===== config.mk =====
export PLATFORM = sky130hd
export DESIGN_NAME = fetch_stage
export DESIGN_NICKNAME = d
export VERILOG_FILES = /design/src/rtl/fetch_stage.sv
export SDC_FILE = /design/constraint.sdc
export NUM_CORES = 1
export LEC_CHECK = 0
export BUFFER_PORTS_ARGS = -buffer_cell sky130_fd_sc_hd__buf_4
export CORE_MARGIN = 2
export CORE_UTILIZATION = 25
export CTS_CLUSTER_SIZE = 12
export DETAILED_ROUTE_END_ITERATION = 10
export GPL_TIMING_DRIVEN = 0
export PLACE_DENSITY = 0.5
export SLEW_MARGIN = 15
export SYNTH_ARGS = -nofsm -noshare
export SYNTH_HDL_FRONTEND = slang
export SYNTH_SLANG_ARGS = --single-unit
export TNS_END_PERCENT = 50

===== constraint.sdc =====
create_clock -name clk -period 2.15 [get_ports clk]
set_input_delay 0.215 -clock clk [delete_from_list [all_inputs] [get_ports clk]]
set_output_delay 0.215 -clock clk [all_outputs]
set_load 0.02 [all_outputs]

===== src/rtl/fetch_stage.sv =====
// Instruction fetch stage: drives the imem request and fills the IF/ID pipeline register.
// Bubble encoding is selected by IFID_BUBBLE_NOP_EN (addi x0,x0,0 when defined, all-zero otherwise).
module fetch_stage (
  input  logic        clk,
  input  logic        reset,
  input  logic        stall,
  input  logic        flush_IF,
  input  logic [31:0] PC_target,
  output logic        imem_req,
  output logic [31:0] imem_addr,
  input  logic        imem_ready,
  input  logic [31:0] imem_rdata,
  output logic [31:0] instrCode_ID,
  output logic [31:0] PC_ID,
  output logic [31:0] PC4_ID,
  output logic        valid_ID
);

`ifdef IFID_BUBBLE_NOP_EN
  localparam logic [31:0] BUBBLE_INSTR = 32'h0000_0013;
`else
  localparam logic [31:0] BUBBLE_INSTR = 32'h0000_0000;
`endif

  typedef enum logic [1:0] {
    FETCH = 2'd0,
    HOLD  = 2'd1,
    DRAIN = 2'd2
  } state_t;

  state_t      r_state;
  state_t      w_state_nxt;

  logic [31:0] r_fetch_addr;
  logic [31:0] r_pend_addr;
  logic [31:0] r_hold_instr;
  logic [31:0] r_hold_pc;
  logic [31:0] r_instr_id;
  logic [31:0] r_pc_id;
  logic [31:0] r_pc4_id;
  logic        r_valid_id;

  logic [31:0] w_fetch_addr_nxt;
  logic [31:0] w_pend_addr_nxt;
  logic [31:0] w_hold_instr_nxt;
  logic [31:0] w_hold_pc_nxt;
  logic [31:0] w_instr_id_nxt;
  logic [31:0] w_pc_id_nxt;
  logic [31:0] w_pc4_id_nxt;
  logic        w_valid_id_nxt;
  logic [31:0] w_fetch_addr_inc;
  logic [31:0] w_hold_pc_inc;

  // Address arithmetic wraps naturally at 32 bits.
  assign w_fetch_addr_inc = r_fetch_addr + 32'd4;
  assign w_hold_pc_inc    = r_hold_pc + 32'd4;

  always_comb begin
    w_state_nxt      = r_state;
    w_fetch_addr_nxt = r_fetch_addr;
    w_pend_addr_nxt  = r_pend_addr;
    w_hold_instr_nxt = r_hold_instr;
    w_hold_pc_nxt    = r_hold_pc;
    w_instr_id_nxt   = r_instr_id;
    w_pc_id_nxt      = r_pc_id;
    w_pc4_id_nxt     = r_pc4_id;
    w_valid_id_nxt   = r_valid_id;
    imem_req         = 1'b0;
    imem_addr        = r_fetch_addr;

    case (r_state)
      FETCH: begin
        imem_req = 1'b1;
        if (flush_IF) begin
          w_instr_id_nxt = BUBBLE_INSTR;
          w_pc_id_nxt    = 32'd0;
          w_pc4_id_nxt   = 32'd0;
          w_valid_id_nxt = 1'b0;
          if (imem_ready) begin
            w_fetch_addr_nxt = PC_target;
          end else begin
            // Request stays on the bus until memory answers; its data is dropped.
            w_pend_addr_nxt = PC_target;
            w_state_nxt     = DRAIN;
          end
        end else if (imem_ready) begin
          if (stall) begin
            w_hold_instr_nxt = imem_rdata;
            w_hold_pc_nxt    = r_fetch_addr;
            w_state_nxt      = HOLD;
          end else begin
            w_instr_id_nxt   = imem_rdata;
            w_pc_id_nxt      = r_fetch_addr;
            w_pc4_id_nxt     = w_fetch_addr_inc;
            w_valid_id_nxt   = 1'b1;
            w_fetch_addr_nxt = w_fetch_addr_inc;
          end
        end else if (!stall) begin
          w_instr_id_nxt = BUBBLE_INSTR;
          w_pc_id_nxt    = 32'd0;
          w_pc4_id_nxt   = 32'd0;
          w_valid_id_nxt = 1'b0;
        end
      end

      HOLD: begin
        if (flush_IF) begin
          w_instr_id_nxt   = BUBBLE_INSTR;
          w_pc_id_nxt      = 32'd0;
          w_pc4_id_nxt     = 32'd0;
          w_valid_id_nxt   = 1'b0;
          w_hold_instr_nxt = 32'd0;
          w_hold_pc_nxt    = 32'd0;
          w_fetch_addr_nxt = PC_target;
          w_state_nxt      = FETCH;
        end else if (!stall) begin
          w_instr_id_nxt   = r_hold_instr;
          w_pc_id_nxt      = r_hold_pc;
          w_pc4_id_nxt     = w_hold_pc_inc;
          w_valid_id_nxt   = 1'b1;
          w_hold_instr_nxt = 32'd0;
          w_hold_pc_nxt    = 32'd0;
          w_fetch_addr_nxt = w_fetch_addr_inc;
          w_state_nxt      = FETCH;
        end
      end

      DRAIN: begin
        imem_req = 1'b1;
        if (flush_IF) begin
          w_instr_id_nxt  = BUBBLE_INSTR;
          w_pc_id_nxt     = 32'd0;
          w_pc4_id_nxt    = 32'd0;
          w_valid_id_nxt  = 1'b0;
          w_pend_addr_nxt = PC_target;
          if (imem_ready) begin
            w_fetch_addr_nxt = PC_target;
            w_state_nxt      = FETCH;
          end
        end else begin
          if (!stall) begin
            w_instr_id_nxt = BUBBLE_INSTR;
            w_pc_id_nxt    = 32'd0;
            w_pc4_id_nxt   = 32'd0;
            w_valid_id_nxt = 1'b0;
          end
          if (imem_ready) begin
            w_fetch_addr_nxt = r_pend_addr;
            w_state_nxt      = FETCH;
          end
        end
      end

      default: begin
        w_state_nxt = FETCH;
      end
    endcase
  end

  always_ff @(posedge clk) begin
    if (reset) begin
      r_state      <= FETCH;
      r_fetch_addr <= 32'd0;
      r_pend_addr  <= 32'd0;
      r_hold_instr <= 32'd0;
      r_hold_pc    <= 32'd0;
      r_instr_id   <= BUBBLE_INSTR;
      r_pc_id      <= 32'd0;
      r_pc4_id     <= 32'd0;
      r_valid_id   <= 1'b0;
    end else begin
      r_state      <= w_state_nxt;
      r_fetch_addr <= w_fetch_addr_nxt;
      r_pend_addr  <= w_pend_addr_nxt;
      r_hold_instr <= w_hold_instr_nxt;
      r_hold_pc    <= w_hold_pc_nxt;
      r_instr_id   <= w_instr_id_nxt;
      r_pc_id      <= w_pc_id_nxt;
      r_pc4_id     <= w_pc4_id_nxt;
      r_valid_id   <= w_valid_id_nxt;
    end
  end

  assign instrCode_ID = r_instr_id;
  assign PC_ID        = r_pc_id;
  assign PC4_ID       = r_pc4_id;
  assign valid_ID     = r_valid_id;

endmodule


== Word level (Yosys, flattened, before mapping) ==
Index checks and enable logic that the tools add are counted.

* Register bits after elaboration: 227
* Input port bits: 69
* Output and inout port bits: 130
* Logic and storage cells: 98

* Add/sub/neg operators: 2
* Eq/ne operators: 15
* Mux-type cells: 62
* Reduce and logical (&&, ||, !) cells: 10

{| class="wikitable"
|+ Operators by type and width
! operator !! number
|-
| 32-bit two-way mux || 39
|-
| 32-bit case mux with 3 select lines || 4
|-
| 32-bit case mux with 2 select lines || 3
|-
| 32-bit by 3-bit adder with 32-bit output, second input constant || 2
|-
| 3-bit != test, second input constant || 5
|-
| 2-bit two-way mux || 7
|-
| 2-bit != test, second input constant || 7
|-
| 5-bit AND reduction || 2
|-
| 1-bit two-way mux || 7
|-
| 2-bit case mux with 3 select lines || 1
|-
| 3-bit AND reduction || 2
|-
| 4-bit != test, second input constant || 1
|-
| 4-bit AND reduction || 1
|-
| 2-bit nonzero test || 2
|-
| 1-bit case mux with 3 select lines || 1
|-
| 3-bit nonzero test || 1
|-
| 2-bit by 1-bit == test with 1-bit output, second input constant || 1
|-
| 2-bit == test, second input constant || 1
|-
| 2-bit zero test || 1
|-
| 2-bit OR reduction || 1
|}

== Logic depth before layout (Yosys ltp) ==
* Depth after elaboration: 5
* Mapped depth: 11
* Depth with buffers taken out: 9

== Least setup slack after synthesis ==
OpenSTA, ideal clock, no wires.

* Kind: register to register
* Start point: register r_state[0]
* End point: register r_pc4_id[24] (netlist: PC4_ID[24])
* Library setup time: 132 ps
* Arrival time: 2236 ps
* Required time: 2018 ps
* Slack: -218 ps
* Cell stages (with the launch flop): 11
* Buffers on the path: 3
* Period minus slack after synthesis: 2368 ps
* Cell sequence: dfxtp_1 -> inv_1 -> ha_1 -> clkbuf_1 -> or2_2 -> clkbuf_1 -> a21oi_1 -> or2_2 -> clkbuf_1 -> a222oi_1 -> nor3_1

* Longest elaborated chain between the ends: 3
* Elaborated cells between the ends (all ways): 8
* Those cells by class: 4 x eq/ne; 1 x mux; 3 x reduce/logical

{| class="wikitable"
|+ RTL lines
! item !! line !! RTL
|-
| start: declaration || 31 || <nowiki>state_t r_state;</nowiki>
|-
| start signal: assignment || 172 || <nowiki>r_state <= w_state_nxt;</nowiki>
|-
| 2-bit by 1-bit == test with 1-bit output (tied with other cells) || 71 || <nowiki>case (r_state)</nowiki>
|-
| 3-bit != test (no line) (tied with other cells) || n/a ||
|-
| 3-bit AND reduction (no line) || n/a ||
|-
| end signal: assignment || 179 || <nowiki>r_pc4_id <= w_pc4_id_nxt;</nowiki>
|-
| end: declaration || 40 || <nowiki>logic [31:0] r_pc4_id;</nowiki>
|}

Several ways; a longest one is shown, not always the timed one.
A chain may end at the register's enable or synchronous reset.

== Worst setup path after layout ==
* Start point: register r_fetch_addr[15] (netlist: imem_addr[15])
* End point: register r_fetch_addr[20] (netlist: imem_addr[20])

* Longest elaborated chain between the ends: 5
* Elaborated cells between the ends (all ways): 6
* Those cells by class: 1 x add/sub; 5 x mux

{| class="wikitable"
|+ RTL lines
! item !! line !! RTL
|-
| start: declaration || 34 || <nowiki>logic [31:0] r_fetch_addr;</nowiki>
|-
| start signal: assignment || 173 || <nowiki>r_fetch_addr <= w_fetch_addr_nxt;</nowiki>
|-
| 32-bit by 3-bit adder with 32-bit output (*) || 55 || <nowiki>assign w_fetch_addr_inc = r_fetch_addr + 32'd4;</nowiki>
|-
| 32-bit two-way mux (*) || 87, 116 ||
|-
| 32-bit two-way mux || 86 || <nowiki>end else if (imem_ready) begin</nowiki>
|-
| 32-bit two-way mux || 74 || <nowiki>if (flush_IF) begin</nowiki>
|-
| 32-bit case mux with 3 select lines (*) || 71 ||
|}

Every way passes the cells marked *; elsewhere a longest branch is shown, timed or not. The select of a mux whose other input is x is not followed.

==> results by group <==
Global route
  – Initial antenna violation count: 1
  – Largest net degree at the start of global routing: 15
  – Vias in the first global route: between 10000 and 15000
  – Grt total ovfl: 0
  – Gr usage total: 23.9%
  – Global-route wire length before repair: 96900 um

Worst setup path
  – Critical Path End Type: flip-flop
  – CP Class: flip-flop to flip-flop
  – Flop2flop setup slack: -0.1 ns
  – Worst R2R Path Depth: 6
  – CP Data Required Time: 2.63 ns
  – Worst flop-to-flop path startpoint: imem_addr[15]
  – Reg2reg end: imem_addr[20]
  – Nature of the critical path startpoint: flip-flop
  – CP Launch Point: imem_addr[15]
  – Arr. time, crit path: 2.73 ns
  – Crit Path Max Fanout: 5

Detailed routing
  – DRC: 0
  – Drt total wl: 68200 um
  – Drt via density: ~5.4
  – Drt initial violations: ~1600
  – Via count: about 16000
  – Post-route ant nets: 0
  – Drt wl/cell: between 20 and 25 um
  – First-pass DRT Iterations: 7

Die
  – Core area: between 50000 and 60000 sq um
  – Initial core utilization: 25.4%
  – Horiz. Die Dim: roughly 230 um
  – Die Y: roughly 230 um
  – Num rows: between 80 and 90
  – Die area: between 50000 and 60000 sq um
  – # IOs: ~200

STA
  – Setup Skew: around 0.013 ns
  – Setup TNS: -0.721 ns
  – RSZ-0062 raised after global routing: yes
  – Max-slew violations: 0
  – Slew @ Worst Pin: about 1.1 ns
  – Final Cycle Share: 105%
  – PnR worst setup slack: -0.0976 ns
  – Crit path time final: 2.25 ns
  – Relative max-transition margin: between 20% and 30%
  – Max Fclk: around 440 MHz
  – Number of setup violations in the final report: 22
  – Final Hold Fails: 0
  – Worst hold slack: 0.0149 ns

Finish
  – Area of the multi-input gates: between 8000 and 9000 sq um
  – Area growth syn-to-layout: 46.3%
  – Final Core Density: between 30% and 40%
  – Nets: 2280
  – Share of cells above drive strength 1: 27.2%
  – Register Area: between 4000 and 5000 sq um
  – Filler cells: ~5500

Place
  – Detail Placement HPWL: 50500 um
  – Pre-CTS setup slack: -1.54 ns
  – Input/output buffers: about 200
  – Final GP Congestion: between 0.9 and 1

Synth
  – Most common cell in the netlist: nor2_1
  – Yosys synthesis warning count: 0
  – Synth area leaders: dfxtp_1 (35%), a21oi_1 (9.0%), nor2_1 (8.1%)
  – Top cell types by occurrence after synthesis: nor2_1 (281), nand2_1 (259), a21oi_1 (235), dfxtp_1 (227), clkbuf_1 (148)
  – Register bit total from synthesis: ~230
  – Synth async-reset ratio: 0%
  – Netlist cell types: 62
  – Top-area cell type share of the netlist area: approximately a third
  – Syn avg cell area: between 7 and 8 sq um
  – Synthesized area: about 13000 sq um
  – Synth Flop Type: dfxtp_1
  – Synth area leader: dfxtp_1
  – Mapped Nets: roughly 1900
  – Post-synth EDFFs: 0
  – Post-Synthesis Cells: about 1800
  – Register area share after synthesis: a little over a third

Power and ir drop
  – Leakage: a little under 8 nW
  – PwrDens: approximately 650 nW/um^2
  – Overall power: roughly 0.012 W
  – Worst VDD drop: 0.560 mV

Outcome
  – Failing checks: negative setup slack
  – Status: finished with violations

Job
  – Max Cap Viol: 0

Hold path
  – Worst hold endpoint: r_hold_instr[6]
  – Worst Hold Depth: 4
  – Class of the worst hold path: primary input to flip-flop
  – Hold path startpoint: imem_rdata[6]

Clocking
  – Root Driver: clkbuf_16
  – Max clock buf depth: 3
  – Clock Pin Slew Worst Setup and Hold Paths: 0.06 ns
  – Skew-Pair Late Insertion Delay: a little under 0.6 ns
  – CTS tree: done
  – Clock sinks: about 230
  – H-Tree Depth: 1
  – CTS Buf Count: 30
[through the flow]
step | instance area, sq um | instances
2_1_floorplan | 13100 | 1842
3_3_place_gp | 15500 | 2717
3_5_place_dp | 15500 | 2719
4_1_cts | 18100 | 2854
5_1_grt | 19100 | 2909
6_report | 19100 | 2910
[critical path, stage by stage, from the launching register on]
cell       delay (ns)
dfxtp_4          0.38
nand4_1          0.25
or4_4            0.65
nor4_4           0.22
xor2_1           0.19
nand2_1          0.09
a2111oi_2        0.37
[timing repair]
| action | CTS | global route |
|---|---|---|
| pin swaps | 30 | 49 |
| endpoints found under the setup margin | 225 | 212 |
| hold buffers | 52 | 0 |
| endpoints found under the hold margin | 52 | 0 |
| resized for setup | 248 | 186 |
| setup buffers | 34 | 54 |
| gates cloned | 1 | 4 |
[per-layer routing]
metal  up-vias  part of all wire, %  global-route usage, %
met2       739                   44                   37.4
met4         0                  3.8                   9.06
li1       7247                    -                      -
met1      7674                   43                   32.1
met3       143                  9.0                   5.04
met5         -                    0                      0
[layout by cell type, fill, tap and decap left out, drive strengths merged, types with 5 or more instances in the layout]
| cell | synthesis | final |
|---|---|---|
| buf | 33 | 335 |
| nor2 | 281 | 281 |
| nand2 | 259 | 259 |
| a21oi | 235 | 235 |
| dfxtp | 227 | 227 |
| clkbuf | 149 | 166 |
| o21ai | 104 | 104 |
| a22oi | 85 | 85 |
| and3 | 65 | 65 |
| dlygate4sd3 | 0 | 52 |
| nor3 | 45 | 45 |
| mux2i | 36 | 36 |
| xnor2 | 32 | 32 |
| xor2 | 32 | 32 |
| o22ai | 30 | 30 |
| nand3 | 27 | 27 |
| a22o | 19 | 19 |
| a211oi | 17 | 17 |
| nand4 | 16 | 16 |
| nor4 | 16 | 16 |
| inv | 15 | 11 |
| clkinv | 2 | 10 |
| and4 | 10 | 10 |
| nor2b | 9 | 9 |
| a222oi | 8 | 8 |
| clkinvlp | 0 | 7 |
| a32oi | 6 | 6 |
| or2 | 6 | 6 |
| ha | 6 | 6 |
| mux2 | 5 | 5 |
| a221oi | 5 | 5 |
| o32ai | 5 | 5 |
[power breakdown]
group	switching, W	total, W	internal [W]
Sequential	0.000163	0.00451	0.00435
Combinational	0.00160	0.00257	0.000978
Clock	0.00209	0.00540	0.00330
Total	0.00385	0.0125	0.00863
[how the worst max path moves through the flow]
stage / to / cells past startpoint
after floorplan: imem_addr[20] / 7
after detailed placement: instrCode_ID[29] / 10
final: imem_addr[20] / 6
after global placement: instrCode_ID[28] / 10
after CTS: r_hold_instr[8] / 8
after global routing: PC4_ID[29] / 9
[state kept, by name, indices dropped and copies added (netlist names)]
name	flops
PC4_ID	32
PC_ID	32
imem_addr	32
instrCode_ID	32
r_hold_instr	32
r_hold_pc	32
r_pend_addr	32
r_state	2
valid_ID	1
[cell families (layout without fill, tap and decap cells)]
family | count (synthesis) | after routing | share of synthesized area (%)
AND/OR/NAND/NOR | 756 | 756 | 25.7
AO/OA/AOI/OAI | 549 | 549 | 25.5
flip-flops | 227 | 227 | 34.8
buffers and inverters | 199 | 586 | 5.96
XOR/XNOR | 64 | 64 | 4.29
multiplexers | 41 | 41 | 3.19
adder cells (fa/ha/maj) | 6 | 6 | 0.574
other | 0 | 1 | 0
[layout make-up]
cell class	count	share of cell area, %
buffer	171	5.83
antenna	1	0.0131
tap	680	4.45
inverter	17	0.438
sequential	227	24.1
timing repair buffer	342	15.1
multi-input combinational	1416	44.6
clock inverter	15	0.955
clock buffer	41	4.57
Note: power is estimated with default switching activity, not from simulation.
